<file path="src/rtl/stream_generator_p.sv">
// ---------------------------------------------------------------------------
// stream_generator_p
//
// Generates a paced stream of pattern words with a valid/ready handshake.
// Every PERIOD clock cycles, while running, a generation event occurs. The
// event loads the current pattern into the output register, unless a
// previous word is still waiting for the sink. In that case the event is
// dropped and the sticky overrun flag is raised. A run ends after burst_len
// words, or runs on indefinitely when burst_len is 0.
//
// Optional feature: define STREAM_GEN_DROP_CNT_EN to add a 16-bit saturating
// drop_cnt output that counts dropped events.
//
// Parameters
//   DATA_W  width of generated word (8..64)
//   PERIOD  cycles between generation events (2..65535)
//   SEED    initial pattern value (truncated to DATA_W)
//   TAPS    Galois LFSR feedback mask (truncated to DATA_W)
//
// Ports
//   clk        clock, rising edge
//   n_rst      synchronous active-low reset
//   enable     run request (level)
//   mode       0 increment, 1 LFSR, 2 walking-one, 3 constant SEED
//   burst_len  words per run, 0 = continuous
//   data       generated word
//   valid      data holds a word not yet accepted
//   ready      sink accepts data when valid & ready
//   overrun    sticky: at least one event was dropped during this run
//   done       burst complete
//   drop_cnt   dropped-event count (only with STREAM_GEN_DROP_CNT_EN)
// ---------------------------------------------------------------------------
module stream_generator_p #(
    parameter int          DATA_W = 32,
    parameter int          PERIOD = 18,
    parameter logic [63:0] SEED   = 64'h0000_0000_FAFB_FCFD,
    parameter logic [63:0] TAPS   = 64'h0000_0000_8020_0003
) (
    input  logic              clk,
    input  logic              n_rst,
    input  logic              enable,
    input  logic [1:0]        mode,
    input  logic [15:0]       burst_len,
    output logic [DATA_W-1:0] data,
    output logic              valid,
    input  logic              ready,
    output logic              overrun,
    output logic              done
`ifdef STREAM_GEN_DROP_CNT_EN
    ,
    output logic [15:0]       drop_cnt
`endif
);

    localparam logic [DATA_W-1:0] SEED_W    = SEED[DATA_W-1:0];
    localparam logic [DATA_W-1:0] TAPS_W    = TAPS[DATA_W-1:0];
    localparam logic [DATA_W-1:0] ONE_W     = {{(DATA_W-1){1'b0}}, 1'b1};
    localparam logic [15:0]       LAST_TICK = 16'(PERIOD - 1);

    typedef enum logic [1:0] {
        IDLE = 2'd0,
        RUN  = 2'd1,
        DONE = 2'd2
    } state_t;

    state_t            state_reg;
    logic [15:0]       ticks_reg;
    logic [15:0]       words_reg;
    logic [DATA_W-1:0] pattern_reg;
    logic [DATA_W-1:0] data_reg;
    logic              valid_reg;
    logic              overrun_reg;
    logic              done_reg;
    logic [1:0]        mode_reg;
    logic [15:0]       blen_reg;
`ifdef STREAM_GEN_DROP_CNT_EN
    logic [15:0]       drop_cnt_reg;
`endif

    logic [DATA_W-1:0] start_next;
    logic [DATA_W-1:0] pattern_next;
    logic [DATA_W-1:0] lfsr_next;
    logic [DATA_W-1:0] rot_next;
    logic              event_now;
    logic              can_load;
    logic              last_word;

    // Per-bit next-state for the Galois LFSR (shift right, XOR taps when the
    // shifted-out bit is 1) and for the walking-one rotate-left.
    genvar gi;
    generate
        for (gi = 0; gi < DATA_W; gi++) begin : g_bits
            if (gi == DATA_W - 1) begin : g_msb
                assign lfsr_next[gi] = pattern_reg[0] & TAPS_W[gi];
            end else begin : g_low
                assign lfsr_next[gi] = pattern_reg[gi+1] ^ (pattern_reg[0] & TAPS_W[gi]);
            end
            assign rot_next[gi] = pattern_reg[(gi + DATA_W - 1) % DATA_W];
        end
    endgenerate

    // Start value depends on the mode presented at the IDLE->RUN edge. An
    // all-zero LFSR would lock up, so mode 1 substitutes 1 for a zero seed.
    always_comb begin
        start_next = SEED_W;
        if (mode == 2'd2) begin
            start_next = ONE_W;
        end else if (mode == 2'd1 && SEED_W == '0) begin
            start_next = ONE_W;
        end
    end

    always_comb begin
        pattern_next = pattern_reg;
        case (mode_reg)
            2'd0:    pattern_next = pattern_reg + ONE_W;
            2'd1:    pattern_next = lfsr_next;
            2'd2:    pattern_next = rot_next;
            default: pattern_next = pattern_reg;
        endcase
    end

    assign event_now = (state_reg == RUN) && (ticks_reg == LAST_TICK);
    assign can_load  = !valid_reg || ready;
    assign last_word = (blen_reg != 16'd0) && ((words_reg + 16'd1) == blen_reg);

    always_ff @(posedge clk) begin
        if (!n_rst) begin
            state_reg    <= IDLE;
            ticks_reg    <= '0;
            words_reg    <= '0;
            pattern_reg  <= SEED_W;
            data_reg     <= '0;
            valid_reg    <= 1'b0;
            overrun_reg  <= 1'b0;
            done_reg     <= 1'b0;
            mode_reg     <= 2'd0;
            blen_reg     <= '0;
`ifdef STREAM_GEN_DROP_CNT_EN
            drop_cnt_reg <= '0;
`endif
        end else begin
            // Handshake retires the pending word; a load below overrides this.
            if (valid_reg && ready) begin
                valid_reg <= 1'b0;
            end

            case (state_reg)
                IDLE: begin
                    if (enable) begin
                        state_reg    <= RUN;
                        ticks_reg    <= '0;
                        words_reg    <= '0;
                        pattern_reg  <= start_next;
                        mode_reg     <= mode;
                        blen_reg     <= burst_len;
                        overrun_reg  <= 1'b0;
`ifdef STREAM_GEN_DROP_CNT_EN
                        drop_cnt_reg <= '0;
`endif
                    end
                end

                RUN: begin
                    if (event_now) begin
                        ticks_reg <= '0;
                        if (can_load) begin
                            data_reg    <= pattern_reg;
                            valid_reg   <= 1'b1;
                            pattern_reg <= pattern_next;
                            words_reg   <= words_reg + 16'd1;
                            if (last_word) begin
                                state_reg <= DONE;
                                done_reg  <= 1'b1;
                            end
                        end else begin
                            overrun_reg <= 1'b1;
`ifdef STREAM_GEN_DROP_CNT_EN
                            if (drop_cnt_reg != 16'hFFFF) begin
                                drop_cnt_reg <= drop_cnt_reg + 16'd1;
                            end
`endif
                        end
                    end else begin
                        ticks_reg <= ticks_reg + 16'd1;
                    end
                    // Dropping enable still lets a coincident event complete
                    // above; this later assignment only redirects the state.
                    if (!enable) begin
                        state_reg <= IDLE;
                        done_reg  <= 1'b0;
                    end
                end

                DONE: begin
                    if (!enable) begin
                        state_reg <= IDLE;
                        done_reg  <= 1'b0;
                    end
                end

                default: begin
                    state_reg <= IDLE;
                    done_reg  <= 1'b0;
                end
            endcase
        end
    end

    assign data    = data_reg;
    assign valid   = valid_reg;
    assign overrun = overrun_reg;
    assign done    = done_reg;
`ifdef STREAM_GEN_DROP_CNT_EN
    assign drop_cnt = drop_cnt_reg;
`endif

endmodule

</file>
<file path="config.mk">
export PLATFORM = sky130hd
export DESIGN_NAME = stream_generator_p
export DESIGN_NICKNAME = d
export VERILOG_FILES = /design/src/rtl/stream_generator_p.sv
export SDC_FILE = /design/constraint.sdc
export NUM_CORES = 1
export LEC_CHECK = 0
export ABC_CLOCK_PERIOD_IN_PS = 3540
export CAP_MARGIN = 5
export CORE_MARGIN = 3
export CORE_UTILIZATION = 60
export CTS_BUF_LIST = sky130_fd_sc_hd__clkbuf_4 sky130_fd_sc_hd__clkbuf_8
export DETAILED_ROUTE_END_ITERATION = 8
export GPL_TIMING_DRIVEN = 0
export HOLD_SLACK_MARGIN = 0.02
export PLACE_DENSITY = 0.82
export SYNTH_ARGS = -nofsm -noshare
export SYNTH_HDL_FRONTEND = slang
export SYNTH_SLANG_ARGS = --single-unit
</file>
<file path="constraint.sdc">
create_clock -name clk -period 3.54 [get_ports clk]
set_input_delay 0.708 -clock clk [delete_from_list [all_inputs] [get_ports clk]]
set_output_delay 0.708 -clock clk [all_outputs]
set_load 0.02 [all_outputs]
</file>
==> impl_metrics.env <==
export IMPL_synth_seq_cells=119
export IMPL_worst_r2r_setup_slack_ns=0.59
export IMPL_critical_path_top_delay_family="simple AND/OR/NAND/NOR gates"
export IMPL_io_buffers=55
export IMPL_slew_headroom=0.367
export IMPL_min_to="data[3]"
export IMPL_cp_arrival_ns=3.42
export IMPL_routed_wire_length_per_instance_um=19.1
export IMPL_worstHoldStart="data[3]"
export IMPL_cts_buffers=17
export IMPL_finish_instance_area_um2=7690
export IMPL_layout_drive_gt1_share=0.0766
export IMPL_critPathMaxFanout=9
export IMPL_nNetsFinal=970
export IMPL_synth_avg_cell_area_um2=7.59
export IMPL_ctsLongestPathBuffers=2
export IMPL_clock_skew_ns=0.0143
export IMPL_grt_pass1_vias=6670
export IMPL_synth_cell_type_count=79
export IMPL_fin_cells=1089
export IMPL_fp_row_count=37
export IMPL_hpwl_um=14500
export IMPL_endpoint_kind="flop"
export IMPL_fin_crit_ns=3.13
export IMPL_top_layer="met4"
export IMPL_irDropWorstVdd_uv=312
export IMPL_coreArea_um2=10500
export IMPL_fp_dieH_um=111
export IMPL_r2r_start="state_reg[0]"
export IMPL_yosysWarningCount=0
export IMPL_power_mw=3.11
export IMPL_clk_pin_slew_ns=0.07
export IMPL_drc=0
export IMPL_die_area_um2=12300
export IMPL_cts_hold_buf=0
export IMPL_final_common_cell="nand2_1"
export IMPL_antenna_cells=0
export IMPL_fmax_ghz=0.319
export IMPL_vias=7061
export IMPL_setup_violations=0
export IMPL_vias_per_cell=6.48
export IMPL_start_util=0.626
export IMPL_wl_met1_um=8790
export IMPL_whs_path_depth=2
export IMPL_max_stage_delay_ns=0.82
export IMPL_mostFrequentLayoutCells="142 x nand2_1, 119 x dfxtp_1, 110 x a21oi_1"
export IMPL_grt_pass1_wl_um=33400
export IMPL_clk_latency_ns=0.46
export IMPL_pre_cts_slack_ns=0.157
export IMPL_post_dp_cell_area_um2=7300
export IMPL_gp_congestion=1.00
export IMPL_die_w_um=111
export IMPL_io_pins=57
export IMPL_drt_iter0_drc=841
export IMPL_cts_root_buffer="clkbuf_8"
export IMPL_hold_viol=0
export IMPL_antenna_found_initial=0
export IMPL_power_density_nw_per_um2=405
export IMPL_cp_start_kind="primary input"
export IMPL_cts_sinks=119
export IMPL_synthCells=867
export IMPL_gr_usage_all_layers=0.334
export IMPL_dr_wl_met2_um=8990
export IMPL_synth_edf_count=0
export IMPL_synth_async_reset_ratio=0
export IMPL_finalCritPeriodShare=0.884
export IMPL_htree_levels=4
export IMPL_crit_chain="clkdlybuf4s50_1 -> inv_1 -> o21ai_0 -> nand4_1 -> nor2_1 -> a31oi_1"
export IMPL_placed_cells=1058
export IMPL_cts_resized_gates=0
export IMPL_first_pass_iters=6
export IMPL_netlist_area_um2=6580
export IMPL_tns_ns=0
export IMPL_status="complete, no violations"
export IMPL_syn_nets=896
export IMPL_rsz0062_at_grt="false"
export IMPL_ant_nets=0
export IMPL_routed_wl_um=20800
export IMPL_grt_max_degree=17
export IMPL_r2r_end="pattern_reg[11]"
export IMPL_r2r_cells=7
export IMPL_path_buf_inv=2
export IMPL_cts_tree="done"
export IMPL_worstHoldPathType="flop to flop"
export IMPL_drv_slew=0
export IMPL_setup_slack_ns=0.409
export IMPL_slowest_stage="nor2_1"
export IMPL_grt_overflow_total=0
export IMPL_postCtsSetupRepairBufs=0
export IMPL_worstMarginPinSlew_ns=0.945
export IMPL_synth_ff_type="dfxtp_1"
export IMPL_drv_cap=0
export IMPL_syn_to_final_growth_pct=16.9
export IMPL_wl_met3_um=2210
export IMPL_crit_required_ns=3.83
export IMPL_yosysSeqAreaShare=0.362
export IMPL_crit_type="primary input to flop"
export IMPL_leakagePower_nw=2.66
worst max-delay path by stage:
stage | startpoint | to | depth (start not counted)
after floorplan | enable | state_reg[0] | 7
after global placement | mode[1] | pattern_reg[11] | 6
after detailed placement | mode[1] | pattern_reg[11] | 6
after CTS | mode[1] | pattern_reg[11] | 6
after global routing | mode[1] | pattern_reg[16] | 6
final | mode[1] | pattern_reg[11] | 6
worst register-to-register path, delay by kind of cell (launching register included):
kind            cells  cell delay (ns)
buf+inv             2             0.51
simple gates        3             1.46
compound gates      2             0.53
flops               1             0.31
cells in the mapped netlist (3+ instances only):
cell type / n / share of area
and3_1: 11 / 0.010
and2_1: 7 / 0.0067
inv_1: 11 / 0.0063
or3_1: 5 / 0.0048
nand4_1: 20 / 0.019
nor4_1: 12 / 0.011
dfxtp_1: 119 / 0.36
a21o_1: 7 / 0.0080
a31oi_1: 8 / 0.0076
o21a_1: 4 / 0.0046
a22o_1: 5 / 0.0067
nand2_1: 142 / 0.081
nor3_1: 17 / 0.013
a21oi_1: 110 / 0.084
o211ai_1: 7 / 0.0080
a22oi_1: 24 / 0.027
a221oi_1: 5 / 0.0067
a32oi_1: 3 / 0.0040
nor2b_1: 3 / 0.0029
nand3b_1: 3 / 0.0034
o31ai_1: 7 / 0.0080
o21ai_0: 44 / 0.033
ha_1: 7 / 0.013
clkbuf_1: 50 / 0.029
o22ai_1: 4 / 0.0038
nor2_1: 64 / 0.036
and4_1: 10 / 0.013
a211oi_1: 4 / 0.0046
nand3_1: 34 / 0.026
xor2_1: 16 / 0.021
xnor2_1: 28 / 0.037
nand4b_1: 3 / 0.0040
buf_2: 17 / 0.013
logic make-up after synthesis:
group,share of synthesized area
xor+xnor,0.0585
buf+inv,0.0546
compound gates,0.250
simple gates,0.262
flops,0.362
fa+ha+maj,0.0133
final cells by class:
class                      count  area [um2]
multi-input combinational    664        3840
fill                         858        2820
sequential                   119        2380
timing repair buffer          55         551
buffer                        72         314
clock buffer                  22         290
tap                          136         170
clock inverter                 9         100
inverter                      12        45.0
stage by stage:
step,utilization,hold WS [ns]
after detailed placement,0.695,0.446
after CTS,0.732,0.454
after global routing,0.732,0.466
after floorplan,-,0.453
after global placement,0.695,0.437
final,0.732,0.451
report_power, final:
part           internal (mW)  total, mW  switching (mW)
Combinational          0.162      0.455           0.293
Clock                  0.686       1.23           0.542
Sequential              1.38       1.43          0.0532
metal layers:
metal	vias to the layer above	GRT usage
met4	0	0.167
met2	433	0.496
li1	3277	-
met1	3278	0.444
met3	73	0.0955
met5	-	0
Power figures use the tool's default switching activity.
